==> config.mk <==
export PLATFORM = sky130hd
export DESIGN_NAME = shift_sub_divider
export DESIGN_NICKNAME = d
export VERILOG_FILES = /design/src/rtl/shift_sub_divider.sv
export SDC_FILE = /design/constraint.sdc
export NUM_CORES = 1
export LEC_CHECK = 0
export CAP_MARGIN = 20
export CORE_ASPECT_RATIO = 1.2
export CORE_MARGIN = 5
export CORE_UTILIZATION = 55
export DETAILED_ROUTE_END_ITERATION = 10
export PLACE_DENSITY = 0.81
export SLEW_MARGIN = 20
export SYNTH_ARGS = -nofsm -noshare
export SYNTH_HDL_FRONTEND = slang
export SYNTH_SLANG_ARGS = --single-unit
==> constraint.sdc <==
create_clock -name clk -period 4.7 [get_ports clk]
set_clock_uncertainty 0.15 [all_clocks]
set_input_delay 0.94 -clock clk [delete_from_list [all_inputs] [get_ports clk]]
set_output_delay 0.94 -clock clk [all_outputs]
set_load 0.005 [all_outputs]
==> src/rtl/shift_sub_divider.sv <==
// Unsigned restoring divider: one shift/subtract step per clock.
// Results and flags are registered and only update when a division completes.
module shift_sub_divider #(
   parameter int N = 4
) (
   input  logic         clk,
   input  logic         rst,
   input  logic         start,
   input  logic [N-1:0] dividend,
   input  logic [N-1:0] divisor,
   output logic [N-1:0] quotient,
   output logic [N-1:0] remainder,
   output logic         busy,
   output logic         done,
   output logic         div_by_zero
);

   localparam int CW = $clog2(N + 1);

   localparam logic [1:0] IDLE = 2'd0;
   localparam logic [1:0] CALC = 2'd1;
   localparam logic [1:0] DONE = 2'd2;

   logic [1:0]    state;
   logic [N:0]    r_reg;
   logic [N-1:0]  q_reg;
   logic [N-1:0]  d_reg;
   logic [CW-1:0] cnt;

   logic [N:0]    r_sh;
   logic [N+1:0]  diff;
   logic          borrow;
   logic [N:0]    r_next;
   logic [N-1:0]  q_next;
   logic          last_step;

   // Partial remainder stays below the divisor, so r_reg[N] is always 0; it is
   // still folded into the borrow test so a set top bit would never borrow.
   always_comb begin
      r_sh      = {r_reg[N-1:0], q_reg[N-1]};
      diff      = {1'b0, r_sh} - {2'b00, d_reg};
      borrow    = diff[N+1] & ~r_reg[N];
      r_next    = r_sh;
      q_next    = {q_reg[N-2:0], 1'b0};
      if (!borrow) begin
         r_next = diff[N:0];
         q_next = {q_reg[N-2:0], 1'b1};
      end
      last_step = (cnt == CW'(1)) || (cnt == '0);
   end

   always_ff @(posedge clk) begin
      if (rst) begin
         state       <= IDLE;
         r_reg       <= '0;
         q_reg       <= '0;
         d_reg       <= '0;
         cnt         <= '0;
         quotient    <= '0;
         remainder   <= '0;
         busy        <= 1'b0;
         done        <= 1'b0;
         div_by_zero <= 1'b0;
      end else begin
         case (state)
            IDLE: begin
               done <= 1'b0;
               if (start) begin
                  r_reg <= '0;
                  q_reg <= dividend;
                  d_reg <= divisor;
                  cnt   <= CW'(N);
                  busy  <= 1'b1;
                  state <= CALC;
               end
            end
            CALC: begin
               r_reg <= r_next;
               q_reg <= q_next;
               if (cnt != '0) cnt <= cnt - CW'(1);
               // Final step: publish the freshly computed values on the same edge
               if (last_step) begin
                  quotient    <= q_next;
                  remainder   <= r_next[N-1:0];
                  div_by_zero <= (d_reg == '0);
                  busy        <= 1'b0;
                  done        <= 1'b1;
                  state       <= DONE;
               end
            end
            DONE: begin
               done  <= 1'b0;
               state <= IDLE;
            end
            default: begin
               busy  <= 1'b0;
               done  <= 1'b0;
               state <= IDLE;
            end
         endcase
      end
   end

endmodule

; ---- Yosys cells after proc, flatten, opt, wreduce, memory -nomap -nowiden
; Index checks and enable logic that the tools add are counted.
[totals]
romBits = 0
latchBits = 0
n_memories = 0
register_bits = 29
word_cells = 50
ramBits = 0
[classes]
addsub = 2
reduce_logical = 13
mux = 15
n_bitwise = 4
n_div = 0
mul = 0
eq_ne = 6
n_shift = 0
magnitude_cmp = 0
[ops]
columns = op, count
row1 = two-way mux 5 bit, 2
row2 = case mux 5 bit (2 select lines), 1
row3 = case mux 4 bit (2 select lines), 1
row4 = AND reduction 2 bit, 4
row5 = two-way mux 3 bit, 2
row6 = "inequality test 2 bit, second input constant", 3
row7 = case mux 3 bit (2 select lines), 1
row8 = AND reduction 3 bit, 2
row9 = subtractor 5 x 4 -> 6 bit, 1
row10 = logical NOT 4 bit, 1
row11 = two-way mux 2 bit, 2
row12 = two-way mux 4 bit, 1
row13 = case mux 2 bit (2 select lines), 1
row14 = "== test 3 x 1 -> 1 bit, second input constant", 1
row15 = logical NOT 3 bit, 1
row16 = two-way mux 1 bit, 3
row17 = inverter 1 bit, 3
row18 = case mux 1 bit (3 select lines), 1
row19 = nonzero test 3 bit, 1
row20 = "subtractor 3 x 1 -> 3 bit, second input constant", 1
row21 = "== test 2 x 1 -> 1 bit, second input constant", 1
row22 = "== test 2 bit, second input constant", 1
row23 = logical NOT 2 bit, 1
row24 = nonzero test 2 bit, 1
row25 = other kinds (3), 3

; ---- Logic depth before layout (Yosys ltp)
[logic_depth]
depth_word = 4
mapped_depth = 9
ltp_nobuf = 9

; ---- Least setup slack after synthesis
; OpenSTA, ideal clock, no wires.
[synth_path]
kind = input-to-reg
start = in rst
end = reg remainder[2]
t_arrival_ps = 1699
setup_ps = 92
path_stages = 3
path_slack_ps = 2758
cell_sequence = buf_8 > or3_1 > o32ai_1
[synth_rtl]
columns = element, line
row1 = "start, declared", 7  ; input logic rst,
row2 = "end signal, assigned", 84  ; remainder <= r_next[N-1:0];
row3 = "end, declared", 12  ; output logic [N-1:0] remainder,

==> results.txt <==
----------------------------------------------------
[Cells and area]
  Area added between synthesis and finish ... 19.0%
  Total inserted antenna cells ... 0
  Commonest cells after routing, fill and taps aside ... nor2_1, dfxtp_1, nand2_1, clkdlybuf4s50_1, a21oi_1
  Number of fill cells in the layout ... 234
  Multi-input gate area in the final layout ... 762 um^2
  Final Instance Count excl. Fillers ... 227
  Flip-flop count of the largest register after layout ... 5
  Fraction of layout cells with a size suffix above 1 ... 6.70%
  Cell area after layout ... 1680 um^2
  Sequential standard cell area ... 581 um^2
  Post-layout nets ... 212

[Clocking]
  Clock insertion delay at the later pin of the skew report ... 0.33 ns
  Buffer type at the clock tree root ... clkbuf_4
  Number of buffers inserted by post-CTS setup repair ... 0
  # clock sinks ... 29
  H-Tree Depth ... 2
  Worst-case clock buffer depth ... 2
  # resized after CTS ... 0
  Post-cts hold buffer count ... 0
  Register clock-pin slew on the reported worst setup and hold paths ... 0.08 ns
  TritonCTS Buffers ... 5
  CTS tree ... done

[Setup path]
  Cell chain of the critical path ... clkdlybuf4s50_1, or3_1, o32ai_1
  Classification of the worst setup path ... input port to register
  CP Max Fanout ... 26
  Delay of the slowest cell on the worst path ... 0.83 ns
  Crit. End Element ... register
  Crit path max-delay cell type ... clkdlybuf4s50_1
  Register-to-register setup slack ... 2.51 ns
  Data arrival time at the worst-slack endpoint ... 2.68 ns
  Nature of the critical path startpoint ... input port
  Critical Path RT ... 4.78 ns

[Outcome]
  Result of the run ... completed

[Timing]
  Final critical-path required period ... 2.59 ns
  Max-slew violation total from the final report ... 0
  Measured slew at the worst slew-check pin ... 0.832 ns
  Final setup fails ... 0
  Highest Clock Rate ... 386 MHz
  Setup repair after global routing missed its margin ... no
  Normalized max-slew margin ... 44.3%
  Final Hold Viols ... 0
  Total Neg Setup Slack ... 0 ns
  Worst hold margin ... 0.312 ns
  Post-route fraction of the period consumed by the critical path ... 55.2%

[Floorplanning]
  Die Area ... 3690 um^2
  Die Height ... 65.6 um
  Width of the die ... 56.3 um
  Placement row count ... 20
  Area of the placeable core ... 2500 um^2
  Initial core utilization ... 56.5%
  Count of boundary I/O pins ... 22

[Synthesis]
  EDFF count, synth ... 0
  Number of instances in the synthesized netlist ... 168
  Post-synthesis instance area ... 1420 um^2
  Yosys warns ... 0
  Syn_nets ... 187
  Seq cells post-synth ... 29
  Average cell area after synthesis ... 8.42 um^2
  Number of distinct library cell variants in the gate-level netlist after synthesis ... 41
  Top_reg_cell synth ... dfxtp_1
  Proportion of register bits with asynchronous set or reset after synthesis ... 0%
  Fraction of the yosys area taken by sequential cells ... 41.0%

[Placement]
  Weighted congestion reported at the end of routability-driven placement ... 0.789
  HPWL Detailed ... 2360 um
  Port-buffer cells ... 21
  Count of placed standard cells including taps ... 219
  Instance area at placement ... 1640 um^2

[Global route]
  Number of global-route vias before repair ... 1176
  GRT Residual Overflow ... 0
  GR Util All Layers ... 18.5%
  Maximum number of pins on one net before global-route repair ... 27
  Initial antenna violation count ... 0
  Global-route wire length before repair ... 5230 um

[Routing]
  First-pass detailed-route iteration total ... 4
  Number of nets still failing antenna checks after routing ... 0
  Routed vias ... 1253
  Residual DRC ... 0
  Avg WL per Cell ... 13.4 um
  Average via count per standard cell ... 5.52
  Detailed-route wire length ... 3040 um
  Detailed Route Iter0 Violations ... 39

[Min path]
  HP Class ... register to register

[Pwr]
  LEAKAGE ... 0.670 nW
  Peak VDD IR ... 0.178 mV
  Power density of the placed cells ... 325 nW/um^2

[Job]
  Number of max-cap violations ... 0

----------------------------------------------------
-- cell usage after synthesis (2+ instances only) --
library cell   n  area, um^2
nor3_1         3        15.0
a211oi_1       2        15.0
inv_1         11        41.3
nor2b_1        2        12.5
a21oi_1       16        80.1
nand2b_1       4        25.0
nor4_1         4        25.0
nand2b_4       2        27.5
o21ai_0        4        20.0
nor2_1        29         109
dfxtp_1       29         581
ha_1           7        87.6
nand2_1       25        93.8
o21ai_2        2        17.5
a22o_1         2        17.5
-- layout make-up --
type / count / share of cell area, %
Inverter: 11 / 2.45
Multi-Input combinational cell: 125 / 45.2
Sequential cell: 29 / 34.5
Clock buffer: 8 / 2.90
Timing Repair Buffer: 21 / 12.5
Tap cell: 33 / 2.45
-- metal layers --
metal	up-vias	track usage (%)	wire length (um)
met5	-	0	0
met4	0	8.90	50
met3	7	6.88	153
met2	22	32.7	1650
met1	595	19.1	1190
li1	629	-	-
-- logic make-up (layout without fill, tap and decap cells) --
| family | Yosys count | in the layout | share of synthesized area [%] |
|---|---|---|---|
| buffers and inverters | 14 | 40 | 5.13 |
| XOR/XNOR | 1 | 1 | 0.619 |
| multiplexers | 2 | 2 | 1.77 |
| flip-flops | 29 | 29 | 41.0 |
| AO/OA/AOI/OAI | 37 | 37 | 17.3 |
| adder cells (fa/ha/maj) | 8 | 8 | 7.60 |
| AND/OR/NAND/NOR | 77 | 77 | 26.5 |
-- worst max-delay path, delay by kind of cell --
| family | cells | cell delay (ns) |
|---|---|---|
| AOI/OAI and AO/OA | 1 | 0.29 |
| buffers and inverters | 1 | 0.83 |
| and+or+nand+nor | 1 | 0.60 |
-- report_power, final --
part / switching [W] / internal (W)
Combinational: 0.0000690 / 0.0000620
Sequential: 0.0000131 / 0.000262
Clock: 0.0000811 / 0.0000595
Total: 0.000163 / 0.000384
-- per-stage QoR --
stage               setup WS, ns  total power (W)  util [%]
CTS                         2.15         0.000552      67.3
finish                      2.11         0.000547      67.3
floorplan                   2.76         0.000370         -
detailed placement          1.80         0.000412      65.4
global placement            1.84         0.000407      65.4
global route                2.03         0.000583      67.3
-- path summary, 6_finish.rpt --
check	to	startpoint	cells past startpoint
setup reg to reg	remainder[2]$_SDFFE_PP0P_	q_reg[3]$_SDFFE_PP0P_	7
setup / recovery	remainder[2]$_SDFFE_PP0P_	rst	3
hold / removal	quotient[3]$_SDFFE_PP0P_	quotient[3]$_SDFFE_PP0P_	2
hold reg to reg	quotient[3]$_SDFFE_PP0P_	quotient[3]$_SDFFE_PP0P_	2
Power figures use the tool's default switching activity.
